===== config.mk =====
export PLATFORM = sky130hd
export DESIGN_NAME = alu_share_ctrl_flat
export DESIGN_NICKNAME = d
export VERILOG_FILES = /design/src/rtl/alu_share_ctrl_if.sv /design/src/rtl/alu_share_ctrl.sv /design/src/flat_wrapper.sv
export SDC_FILE = /design/constraint.sdc
export NUM_CORES = 1
export LEC_CHECK = 0
export CAP_MARGIN = 10
export CORE_MARGIN = 8
export CORE_UTILIZATION = 40
export CTS_CLUSTER_DIAMETER = 120
export DETAILED_ROUTE_END_ITERATION = 6
export PLACE_DENSITY = 0.79
export RECOVER_POWER = 50
export SLEW_MARGIN = 20
export SYNTH_ARGS = -nofsm -noshare
export SYNTH_HDL_FRONTEND = slang
export SYNTH_SLANG_ARGS = --single-unit

===== constraint.sdc =====
create_clock -name clk -period 5.2 [get_ports clk]
set_clock_uncertainty 0.1 [all_clocks]
set_input_delay 1.04 -clock clk [delete_from_list [all_inputs] [get_ports clk]]
set_output_delay 1.04 -clock clk [all_outputs]
set_load 0.1 [all_outputs]

===== src/rtl/alu_share_ctrl_if.sv =====
// alu_share_ctrl_if: requester, ALU-pin and response bundle for alu_share_ctrl.
// The slave modport is the controller. The master modport is the surrounding
// logic: it drives the requester ports, the ALU result/flag pins and rsp_ready.
interface alu_share_ctrl_if #(
    parameter int NUM_REQ = 4
);
    localparam int ID_W = $clog2(NUM_REQ);
    logic [NUM_REQ-1:0]   req_valid;
    logic [NUM_REQ-1:0]   req_ready;
    logic [4*NUM_REQ-1:0] req_a;
    logic [4*NUM_REQ-1:0] req_b;
    logic [2*NUM_REQ-1:0] req_select;
    logic [3:0]           alu_a;
    logic [3:0]           alu_b;
    logic [1:0]           alu_select;
    logic [3:0]           alu_out;
    logic                 alu_zero;
    logic                 alu_carry;
    logic                 alu_sign;
    logic                 alu_parity;
    logic                 alu_overflow;
    logic                 rsp_valid;
    logic                 rsp_ready;
    logic [ID_W-1:0]      rsp_id;
    logic [3:0]           rsp_out;
    logic [4:0]           rsp_flags;
    logic                 busy;
    modport master (
        output req_valid, req_a, req_b, req_select,
        output alu_out, alu_zero, alu_carry, alu_sign, alu_parity, alu_overflow,
        output rsp_ready,
        input  req_ready, alu_a, alu_b, alu_select,
        input  rsp_valid, rsp_id, rsp_out, rsp_flags, busy
    );
    modport slave (
        input  req_valid, req_a, req_b, req_select,
        input  alu_out, alu_zero, alu_carry, alu_sign, alu_parity, alu_overflow,
        input  rsp_ready,
        output req_ready, alu_a, alu_b, alu_select,
        output rsp_valid, rsp_id, rsp_out, rsp_flags, busy
    );
endinterface


===== src/rtl/alu_share_ctrl.sv =====
// alu_share_ctrl: round-robin arbiter/sequencer sharing one 4-bit ALU among NUM_REQ requesters.
// Ports:
//   clk, rst_n   clock (rising edge) and asynchronous active-low reset
//   bus (slave)  req_valid/req_ready/req_a/req_b/req_select requester ports,
//                alu_a/alu_b/alu_select registered ALU operands,
//                alu_out plus five flag pins from the ALU,
//                rsp_valid/rsp_ready/rsp_id/rsp_out/rsp_flags response channel,
//                busy (high while executing or presenting a response)
module alu_share_ctrl #(
    parameter int NUM_REQ = 4,
    parameter int ALU_LAT = 1
) (
    input logic clk,
    input logic rst_n,
    alu_share_ctrl_if.slave bus
);
    localparam int ID_W = $clog2(NUM_REQ);
    typedef enum logic [1:0] {IDLE, EXEC, RESP} state_t;
    state_t          state;
    logic [ID_W-1:0] last_grant;
    logic [ID_W-1:0] win;
    logic [ID_W-1:0] idx;
    logic            found;
    logic [3:0]      cnt;
    // search upward from last_grant+1 with wrap; first valid index wins
    always_comb begin
        found = 1'b0;
        win   = '0;
        idx   = '0;
        for (int k = 1; k <= NUM_REQ; k++) begin
            idx = ID_W'((int'(last_grant) + k) % NUM_REQ);
            if (!found && bus.req_valid[idx]) begin
                found = 1'b1;
                win   = idx;
            end
        end
    end
    // grant is combinational and only offered in IDLE, so the accept happens the same cycle
    assign bus.req_ready = (rst_n && state == IDLE && found) ?
                           {{(NUM_REQ-1){1'b0}}, 1'b1} << win : '0;
    always_ff @(posedge clk or negedge rst_n) begin
        if (!rst_n) begin
            state          <= IDLE;
            last_grant     <= ID_W'(NUM_REQ - 1);
            cnt            <= '0;
            bus.alu_a      <= '0;
            bus.alu_b      <= '0;
            bus.alu_select <= '0;
            bus.rsp_valid  <= 1'b0;
            bus.rsp_id     <= '0;
            bus.rsp_out    <= '0;
            bus.rsp_flags  <= '0;
            bus.busy       <= 1'b0;
        end else begin
            case (state)
                IDLE: if (found) begin
                    bus.alu_a      <= bus.req_a[4*win +: 4];
                    bus.alu_b      <= bus.req_b[4*win +: 4];
                    bus.alu_select <= bus.req_select[2*win +: 2];
                    bus.rsp_id     <= win;
                    bus.busy       <= 1'b1;
                    cnt            <= 4'(ALU_LAT);
                    state          <= EXEC;
                end
                EXEC: if (cnt == 4'd1) begin
                    bus.rsp_out   <= bus.alu_out;
                    bus.rsp_flags <= {bus.alu_overflow, bus.alu_parity, bus.alu_sign,
                                      bus.alu_carry, bus.alu_zero};
                    bus.rsp_valid <= 1'b1;
                    state         <= RESP;
                end else begin
                    cnt <= cnt - 4'd1;
                end
                RESP: if (bus.rsp_ready) begin
                    // pointer moves on response acceptance, not on grant
                    last_grant    <= bus.rsp_id;
                    bus.rsp_valid <= 1'b0;
                    bus.busy      <= 1'b0;
                    state         <= IDLE;
                end
                default: state <= IDLE;
            endcase
        end
    end
endmodule

===== src/flat_wrapper.sv =====
// flat-port wrapper written by rule: the top's interface ports become plain ports
module alu_share_ctrl_flat 
#(
    parameter int NUM_REQ = 4,
    parameter int ALU_LAT = 1
)
  (clk, rst_n, bus_req_valid, bus_req_a, bus_req_b, bus_req_select, bus_alu_out, bus_alu_zero, bus_alu_carry, bus_alu_sign, bus_alu_parity, bus_alu_overflow, bus_rsp_ready, bus_req_ready, bus_alu_a, bus_alu_b, bus_alu_select, bus_rsp_valid, bus_rsp_id, bus_rsp_out, bus_rsp_flags, bus_busy);
  alu_share_ctrl_if #(.NUM_REQ(NUM_REQ)) bus_i ();
  input logic clk;
  input logic rst_n;
  input wire logic [$bits(bus_i.req_valid)-1:0] bus_req_valid;
  input wire logic [$bits(bus_i.req_a)-1:0] bus_req_a;
  input wire logic [$bits(bus_i.req_b)-1:0] bus_req_b;
  input wire logic [$bits(bus_i.req_select)-1:0] bus_req_select;
  input wire logic [$bits(bus_i.alu_out)-1:0] bus_alu_out;
  input wire logic [$bits(bus_i.alu_zero)-1:0] bus_alu_zero;
  input wire logic [$bits(bus_i.alu_carry)-1:0] bus_alu_carry;
  input wire logic [$bits(bus_i.alu_sign)-1:0] bus_alu_sign;
  input wire logic [$bits(bus_i.alu_parity)-1:0] bus_alu_parity;
  input wire logic [$bits(bus_i.alu_overflow)-1:0] bus_alu_overflow;
  input wire logic [$bits(bus_i.rsp_ready)-1:0] bus_rsp_ready;
  output wire logic [$bits(bus_i.req_ready)-1:0] bus_req_ready;
  output wire logic [$bits(bus_i.alu_a)-1:0] bus_alu_a;
  output wire logic [$bits(bus_i.alu_b)-1:0] bus_alu_b;
  output wire logic [$bits(bus_i.alu_select)-1:0] bus_alu_select;
  output wire logic [$bits(bus_i.rsp_valid)-1:0] bus_rsp_valid;
  output wire logic [$bits(bus_i.rsp_id)-1:0] bus_rsp_id;
  output wire logic [$bits(bus_i.rsp_out)-1:0] bus_rsp_out;
  output wire logic [$bits(bus_i.rsp_flags)-1:0] bus_rsp_flags;
  output wire logic [$bits(bus_i.busy)-1:0] bus_busy;
  assign bus_i.req_valid = bus_req_valid;
  assign bus_i.req_a = bus_req_a;
  assign bus_i.req_b = bus_req_b;
  assign bus_i.req_select = bus_req_select;
  assign bus_i.alu_out = bus_alu_out;
  assign bus_i.alu_zero = bus_alu_zero;
  assign bus_i.alu_carry = bus_alu_carry;
  assign bus_i.alu_sign = bus_alu_sign;
  assign bus_i.alu_parity = bus_alu_parity;
  assign bus_i.alu_overflow = bus_alu_overflow;
  assign bus_i.rsp_ready = bus_rsp_ready;
  assign bus_req_ready = bus_i.req_ready;
  assign bus_alu_a = bus_i.alu_a;
  assign bus_alu_b = bus_i.alu_b;
  assign bus_alu_select = bus_i.alu_select;
  assign bus_rsp_valid = bus_i.rsp_valid;
  assign bus_rsp_id = bus_i.rsp_id;
  assign bus_rsp_out = bus_i.rsp_out;
  assign bus_rsp_flags = bus_i.rsp_flags;
  assign bus_busy = bus_i.busy;
  alu_share_ctrl #(.NUM_REQ(NUM_REQ), .ALU_LAT(ALU_LAT)) u_core (.clk(clk), .rst_n(rst_n), .bus(bus_i));
endmodule

After elaboration in Yosys (flattened, before gate mapping)

Cells that the tools add are included.

Shift operators: 4
Reductions and logical operators: 19
Add/sub/neg operators: 5
Mux-type cells: 29
Order comparisons: 4
Equal/unequal tests: 7

Operator list:

| kind                                                  | count |
|---|---|
| indexed part select 16 x 5 -> 4 bit                   | 2 |
| two-way mux 2 bit                                     | 7 |
| < comparator 2 x 3 -> 1 bit, second input constant    | 4 |
| two-way mux 4 bit                                     | 3 |
| AND reduction 3 bit                                   | 4 |
| two-way mux 1 bit                                     | 11 |
| binary-select mux 1 bit (select 2 bit)                | 4 |
| case mux 4 bit (2 select lines)                       | 1 |
| indexed part select 8 x 4 -> 2 bit                    | 1 |
| case mux 2 bit (3 select lines)                       | 1 |
| AND reduction 2 bit                                   | 3 |
| nonzero test 2 bit                                    | 3 |
| logical AND 1 bit                                     | 5 |
| adder 2 x 1 -> 2 bit, second input constant           | 2 |
| adder 2 bit, second input constant                    | 2 |
| equality test 4 x 1 -> 1 bit, second input constant   | 1 |
| inequality test 2 x 1 -> 1 bit, second input constant | 2 |
| inequality test 2 bit, second input constant          | 2 |
| case mux 1 bit (2 select lines)                       | 2 |
| << shifter 1 x 2 -> 4 bit, first input constant       | 1 |
| subtractor 4 x 1 -> 4 bit, second input constant      | 1 |
| logical NOT 1 bit                                     | 3 |
| equality test 2 x 1 -> 1 bit, second input constant   | 1 |
| equality test 2 bit, second input constant            | 1 |
| logical NOT 2 bit                                     | 1 |

Flip-flop bits (word level): 31
Output and inout port bits: 27

Depth between registers and ports, before layout

Word-level depth: 15
Mapped depth: 7

Worst setup path after synthesis

No wires, ideal clock.

Kind: input to output
Start point: in bus_req_valid[1]
End point: out bus_req_ready[1]
Cell stages on the path: 6
Data arrival time: 3.792 ns
Required time: 4.060 ns
Buffers on the path: 2
Slack: 0.268 ns
Path through: nor2b_1 > a2bb2oi_1 > and2_1 > buf_6 > buf_4 > nor3_1

Longest elaborated chain between the ends: 14

Ends and longest elaborated chain:

| element                                                        | RTL line                                   | RTL |
|---|---|---|
| from (decl)                                                    | flat_wrapper.sv:11                         | `input wire logic [$bits(bus_i.req_valid)-1:0] bus_req_valid;` |
| binary-select mux 1 bit (select 2 bit)                         | alu_share_ctrl.sv:32                       | `if (!found && bus.req_valid[idx]) begin` |
| two-way mux 1 bit (not written as such)                        | alu_share_ctrl.sv:32                       |  |
| two-way mux 1 bit                                              | alu_share_ctrl.sv:32                       |  |
| logical NOT 1 bit                                              | alu_share_ctrl.sv:32                       |  |
| logical AND 1 bit                                              | alu_share_ctrl.sv:32                       |  |
| two-way mux 1 bit                                              | alu_share_ctrl.sv:32                       |  |
| logical NOT 1 bit                                              | alu_share_ctrl.sv:32                       |  |
| logical AND 1 bit                                              | alu_share_ctrl.sv:32                       |  |
| two-way mux 1 bit                                              | alu_share_ctrl.sv:32                       |  |
| logical NOT 1 bit                                              | alu_share_ctrl.sv:32                       |  |
| logical AND 1 bit                                              | alu_share_ctrl.sv:32                       |  |
| two-way mux 2 bit or two-way mux 1 bit (tied branches)         | alu_share_ctrl.sv:32                       |  |
| << shifter 1 x 2 -> 4 bit or logical AND 1 bit (tied branches) | alu_share_ctrl.sv:40, alu_share_ctrl.sv:39 |  |
| two-way mux 4 bit (*)                                          | alu_share_ctrl.sv:39                       | `assign bus.req_ready = (rst_n && state == IDLE && found) ?` |
| to (decl)                                                      | flat_wrapper.sv:22                         | `output wire logic [$bits(bus_i.req_ready)-1:0] bus_req_ready;` |

Every way passes the cells marked *; elsewhere a longest branch is shown, timed or not. The select of a mux whose other input is x is not followed.

Final worst setup path

Start point: in bus_req_valid[0]
End point: out bus_req_ready[2]

The elaborated chain is that of the path after synthesis.

==> results.py <==
metrics = {
    "clock_network": {
        "post_cts_resized": 0,
        "cts_inserted_buffers": 5,
        "tritoncts": "built",
        "cts.clk_slew.worst_paths_ps": 60,
        "root_buffer": "clkbuf_8",
        "cts_setup_buffers": 0,
        "htreeDepth": 2,
        "clockBufferDepth": 2,
        "cts_hold_repair.buffers": 0,
        "clkSinkCount": 31,
        "clk_latency_ps": 280,
    },
    "synth": {
        "synth.distinct_cells": 37,
        "synth_top_area_cell": "dfrtp_1",
        "synth_top_cells_by_area": "dfrtp_1 43%, a211oi_1 8.9%, mux2_2 7.3%, mux2i_1 6.5%, a21boi_0 4.9%",
        "synthCells": 161,
        "synth_edf_count": 0,
        "ys_seq_area_share_pct": 45.9,
        "synth_nets": 219,
        "netlist_area_sq_mm": 0.00170,
        "yosys_warnings": 0,
        "synth_ff_type": "dfrtp_1",
        "synth_top_area_share_pct": 42.8,
        "avgSynthCellArea_sq_um": 10.5,
        "ys_seq_elements": 31,
        "synthArstFlopShare_pct": 100,
    },
    "placement": {
        "post-dp-hpwl_um": 3780,
        "numPortBuffers": 82,
        "gp_congestion": 0.787,
    },
    "setup_path": {
        "startpoint_type": "primary input",
        "reg2reg_from": "u_core.last_grant[1]$_DFFE_PN1P_",
        "rr_worst_depth": 6,
        "arrival_ps": 3190,
        "cpPeakStageDelay_ps": 690,
        "path_buf_inv": 2,
        "critPathTopFamily": "simple AND/OR/NAND/NOR gates",
        "worstReg2RegEnd": "u_core.bus.alu_a[2]$_DFFE_PN0P_",
        "critPathKind": "in2out",
        "crit_required_ps": 4060,
        "slowest_stage": "nor3_2",
        "crit_chain": "clkdlybuf4s50_1 -> nor4_2 -> nor3_2 -> nand2_1 -> nor3_1 -> buf_12",
        "r2r_slack_ps": 2520,
        "cp_max_fo": 14,
        "crit_path_end_kind": "output port",
    },
    "routing": {
        "drt-total-wl_um": 4840,
        "drc": 0,
        "drtAntennaViolNets": 0,
        "dr.first_iter.drc_count": 48,
        "vias_per_cell": 5.27,
        "via_count": 1545,
        "dr.pass1.iters": 4,
        "wire_per_inst_um": 16.5,
    },
    "die": {
        "fp.dieW_um": 81.1,
        "die_area_sq_mm": 0.00658,
        "design.core.area_sq_mm": 0.00403,
        "rows": 23,
        "start_util_pct": 42.1,
        "die_h_um": 81.1,
        "top_level_ports": 83,
    },
    "cells_and_area": {
        "area_delta_synth_final_pct": 57.6,
        "fill_cells": 333,
        "drive_above_1_share_pct": 12.8,
        "nets": 300,
        "final_common_cell": "clkdlybuf4s50_1",
        "antenna_cells": 0,
        "layout_common_cells": "76 x clkdlybuf4s50_1, 29 x dfrtp_1, 20 x a211oi_1",
    },
    "min_path": {
        "hold_start": "u_core.bus.rsp_valid$_DFFE_PN0P_",
        "hold_class": "reg2reg",
        "worstHoldPathCells": 2,
        "min_to": "u_core.bus.rsp_valid$_DFFE_PN0P_",
    },
    "grt": {
        "grt_max_degree": 33,
        "globalRouteTotalUtil_pct": 15.0,
        "antenna_found_initial": 0,
        "grt_pass1_vias": 1566,
        "grt_first_pass_wirelength_um": 7840,
        "gr-total-overflow": 0,
    },
    "sta": {
        "clock.fmax_ghz": 0.231,
        "rsz0062_at_grt": "false",
        "slew_headroom_pct": 33.1,
        "finalMaxSlewViolations": 0,
        "period_share_pct": 83.2,
        "hold_viol": 0,
        "finalSetupTns_ps": 0,
        "final-setup-viol-count": 0,
        "fin_crit_ps": 4330,
        "tightest_slew_ps": 1000,
    },
    "power_and_ir_drop": {
        "ir_drop_v": 0.000370,
        "fin_total_pwr_mw": 1.94,
        "power_density_mw_per_mm2": 728,
        "p_leak_nw": 1.06,
    },
    "run_status": {
        "outcome": "finished, final reports clean",
    },
    "job": {
        "drv_cap": 0,
    },
}
flip-flops by register name, summed over array words and instances (netlist names):
register	cells
u_core.bus.alu_a	4
u_core.bus.alu_b	4
u_core.bus.alu_select	2
u_core.bus.busy	1
u_core.bus.rsp_flags	5
u_core.bus.rsp_id	2
u_core.bus.rsp_out	4
u_core.bus.rsp_valid	1
u_core.cnt	4
u_core.last_grant	2
u_core.state	2
power breakdown:
group | internal, mW | switching (mW) | total, mW | leakage [nW]
logic | 0.362 | 0.945 | 1.31 | 0.656
clock network | 0.121 | 0.0854 | 0.206 | 0.0515
registers | 0.355 | 0.0772 | 0.432 | 0.357
total | 0.837 | 1.11 | 1.94 | 1.06
worst register-to-register path: stages (launching register included):
cell and delay, ps:
dfstp_2 580, mux2i_1 200, a2bb2oi_1 680, and2_1 280, buf_4 310, mux2i_1 280
a211oi_1 100
metrics by stage:
| step | cells | cell area (sq um) | hold WS (ps) | utilization, % | setup WS, ps |
|---|---|---|---|---|---|
| floorplan | 161 | 1700 | 403 | - | 268 |
| global placement | 285 | 2570 | 361 | 63.8 | 915 |
| detailed placement | 285 | 2570 | 376 | 63.8 | 835 |
| CTS | 293 | 2670 | 391 | 66.3 | 827 |
| global route | 293 | 2670 | 430 | 66.3 | 655 |
| finish | 293 | 2670 | 383 | 66.3 | 874 |
cell usage after synthesis, types with 3 or more instances:
cell,count
a211oi_1,20
inv_1,3
mux2i_1,11
a21oi_1,3
dfrtp_1,29
nand2b_1,3
o21ai_0,3
clkbuf_1,5
a21boi_0,11
mux2_2,11
nand2_1,8
nor2_1,18
nor3_1,6
metal layers:
metal	GRT usage (%)	wire length, um	vias to the layer above
met4	3.93	43	0
met1	18.9	2010	740
li1	-	-	745
met2	23.2	2340	55
met3	6.29	448	5
met5	0	0	-
layout make-up:
cell class	instances	area [sq um]	area share (%)
Sequential cell	31	778	29.1
Inverter	3	11.3	0.422
Multi-Input combinational cell	117	843	31.6
Timing Repair Buffer	84	876	32.8
Clock buffer	8	100	3.75
Tap cell	50	62.6	2.34
kinds of logic after synthesis:
logic type                 synth area share (%)
and+or+nand+nor                            13.8
xor gates and xnor gates                   1.03
AOI/OAI and AO/OA                          19.3
adders and majority gates                  1.48
DFF                                        45.9
buffers and inverters                      4.65
muxes                                      13.8
worst max-delay path by stage:
| stage | startpoint | cells past startpoint | end | slack [ps] |
|---|---|---|---|---|
| final | bus_req_valid[0] | 6 | bus_req_ready[2] | 870 |
| after global routing | bus_req_valid[0] | 6 | bus_req_ready[2] | 660 |
| after CTS | bus_req_valid[0] | 6 | bus_req_ready[3] | 830 |
| after detailed placement | bus_req_valid[0] | 6 | bus_req_ready[3] | 830 |
| after global placement | bus_req_valid[0] | 6 | bus_req_ready[1] | 910 |
| after floorplan | bus_req_valid[1] | 6 | bus_req_ready[1] | 270 |
Power figures use the tool's default switching activity.
==> RTL edit, RTL diff (config.mk and constraints unchanged) <==
`NUM_REQ` is set to 4 in 3 places; all go to 2. Comments in the files are not updated.
--- a/src/rtl/alu_share_ctrl_if.sv
+++ b/src/rtl/alu_share_ctrl_if.sv
@@ -4,3 +4,3 @@
 interface alu_share_ctrl_if #(
-    parameter int NUM_REQ = 4
+    parameter int NUM_REQ = 2
 );
--- a/src/rtl/alu_share_ctrl.sv
+++ b/src/rtl/alu_share_ctrl.sv
@@ -9,3 +9,3 @@
 module alu_share_ctrl #(
-    parameter int NUM_REQ = 4,
+    parameter int NUM_REQ = 2,
     parameter int ALU_LAT = 1
--- a/src/flat_wrapper.sv
+++ b/src/flat_wrapper.sv
@@ -3,3 +3,3 @@
 #(
-    parameter int NUM_REQ = 4,
+    parameter int NUM_REQ = 2,
     parameter int ALU_LAT = 1
Ports: changed (6 resized); port bits go from 83 to 58. The function was not compared with the original's and may differ.
==> RTL edit against the original RTL <==
- synthesized cell count is 27% lower
- routed wire length is 26% lower
- register-to-register slack improved by 0.59 ns
- area after synthesis down 17%
- largest cell class is now sequential cells
- sequential cell count down 2
- setup slack better by 0.29 ns
- via count fell by 27%
- final area decreased by 24%
Power is left out: the tool's default activity adds up to more than one toggle a clock period on the data nets, which glitch-free logic cannot reach.
==> RTL edit: results (changes against the original RTL) <==
PortBufs - 57 (was 82)
Post-synth top cells - dfrtp_1 (28), nand2_1 (14), a211oi_1 (10), a2bb2oi_1 (10), mux2_4 (8) (was dfrtp_1 (29), a211oi_1 (20), nor2_1 (18))
Iteration-0 DRC Markers - 78 (was 48)
Number of H-tree levels - 2 (unchanged)
Met2 wire length - 1.792 mm (was 2.339 mm)
Filler cells - 301 (was 333)
Post-Synth Adder-Cell Area - 0.01779 (was 0.01476)
Max Fanout on Critical Path - 14 (unchanged)
Sequential share of the synthesized area - 0.5169 (was 0.4590)
Biggest register - u_core.bus.rsp_flags (unchanged)
Number of flip-flops under the largest register name - 5 (unchanged)
Final net count - 214 (was 300)
Ys flop type - dfrtp_1 (unchanged)
Synth warnings - 0 (unchanged)
Unique cell type count in the Yosys netlist - 33 (was 37)
Clk Latency, worst-skew pair - 0.32 ns (was 0.28 ns)
Pre-CTS setup slack - 1.241 ns (was 0.8349 ns)
Global-route wire length before repair - 5.775 mm (was 7.838 mm)
Area contributors post-synth - dfrtp_1 (50%), mux2_4 (8.5%), a2bb2oi_1 (6.2%) (was dfrtp_1 (43%), a211oi_1 (8.9%), mux2_2 (7.3%))
Fraction of registers with async set/reset - 1.000 (unchanged)
Worst-Margin Slew - 1.020 ns (was 1.000 ns)
Pre-antenna DRT Iters - 4 (unchanged)
Final GP Congestion - 0.7602 (was 0.7865)
Post-Synth XOR/XNOR Area - 0 (was 0.01033)
Compound-Gate Fraction of Synth Area - 0.1877 (was 0.1934)
Via count - 1129 (was 1545)
CTS max path bufs - 2 (unchanged)
Tightest Hold Check Type - reg -> reg (unchanged)
Post-CTS Setup Inserts - 0 (unchanged)
Dpl hpwl - 2.812 mm (was 3.782 mm)
Largest net degree at the start of global routing - 32 (was 33)
CTS Buf Count - 5 (unchanged)
Status - completed (unchanged)
Metal3 WL - 300 um (was 448 um)
Critical path arrival - 2.89 ns (was 3.19 ns)
Gr usage total - 0.1347 (was 0.1502)
Vias in the first global route - 1188 (was 1566)
CTS root buf - clkbuf_4 (was clkbuf_8)
Wl on met1 - 1.396 mm (was 2.007 mm)
Clock-pin slew on the worst setup and hold paths - 0.09 ns (was 0.06 ns)
Layout cell share with drive strength beyond 1 - 0.1117 (was 0.1276)
Final wirelength - 3.567 mm (was 4.838 mm)
Syn_nets - 154 (was 219)
Mux contribution to synthesized area - 0.1077 (was 0.1380)
[RTL edit: path summary, 6_finish.rpt]
check / to / from / depth (start not counted) / slack, ns
min reg2reg: u_core.bus.rsp_valid$_DFFE_PN0P_ / u_core.bus.rsp_valid$_DFFE_PN0P_ / 2 / 0.38
min in group asynchronous: u_core.bus.rsp_flags[1]$_DFFE_PN0P_ / rst_n / 2 / 1.06
min: u_core.bus.rsp_valid$_DFFE_PN0P_ / u_core.bus.rsp_valid$_DFFE_PN0P_ / 2 / 0.38
max in group asynchronous: u_core.last_grant$_DFFE_PN1P_ / rst_n / 2 / 3.63
max: bus_req_ready[0] / bus_req_valid[0] / 6 / 1.17
max reg2reg: u_core.bus.rsp_out[1]$_DFFE_PN0P_ / u_core.state[1]$_DFFE_PN0P_ / 3 / 3.11
[RTL edit: metal layers]
layer | track usage | up-vias
li1 | - | 550
met1 | 0.1526 | 532
met2 | 0.2215 | 40
met3 | 0.04605 | 7
met4 | 0.06610 | 0
met5 | 0 | -
[RTL edit: cell families (layout without fill, tap and decap cells)]
kind of cell / after synthesis / count (layout)
and+or+nand+nor: 28 / 28
muxes: 11 / 11
DFF: 29 / 29
AOI/OAI and AO/OA: 35 / 35
adders and majority gates: 2 / 2
buffers and inverters: 13 / 74
[RTL edit: through the flow]
| stage | cells | area, um^2 | util | hold slack (ns) |
|---|---|---|---|---|
| after floorplan | 118 | 1406 | - | 0.3637 |
| after global placement | 217 | 2004 | 0.5960 | 0.3666 |
| after detailed placement | 217 | 2004 | 0.5960 | 0.3636 |
| after CTS | 225 | 2063 | 0.6135 | 0.3865 |
| after global routing | 225 | 2018 | 0.6001 | 0.4222 |
| final | 225 | 2018 | 0.6001 | 0.3797 |
[RTL edit: layout make-up]
type	count	area (um^2)	area share
Timing Repair Buffer	60	588.1	0.2914
Tap cell	46	57.56	0.02852
Multi-Input combinational cell	76	564.3	0.2796
Sequential cell	29	726.9	0.3602
Clock buffer	8	58.81	0.02914
Inverter	6	22.52	0.01116
[RTL edit: critical path: stages]
cell and delay (ns):
dlygate4sd3_1 0.60, o21bai_1 0.09, buf_4 0.18, nor2_2 0.45, and3_1 0.24, buf_4 0.29
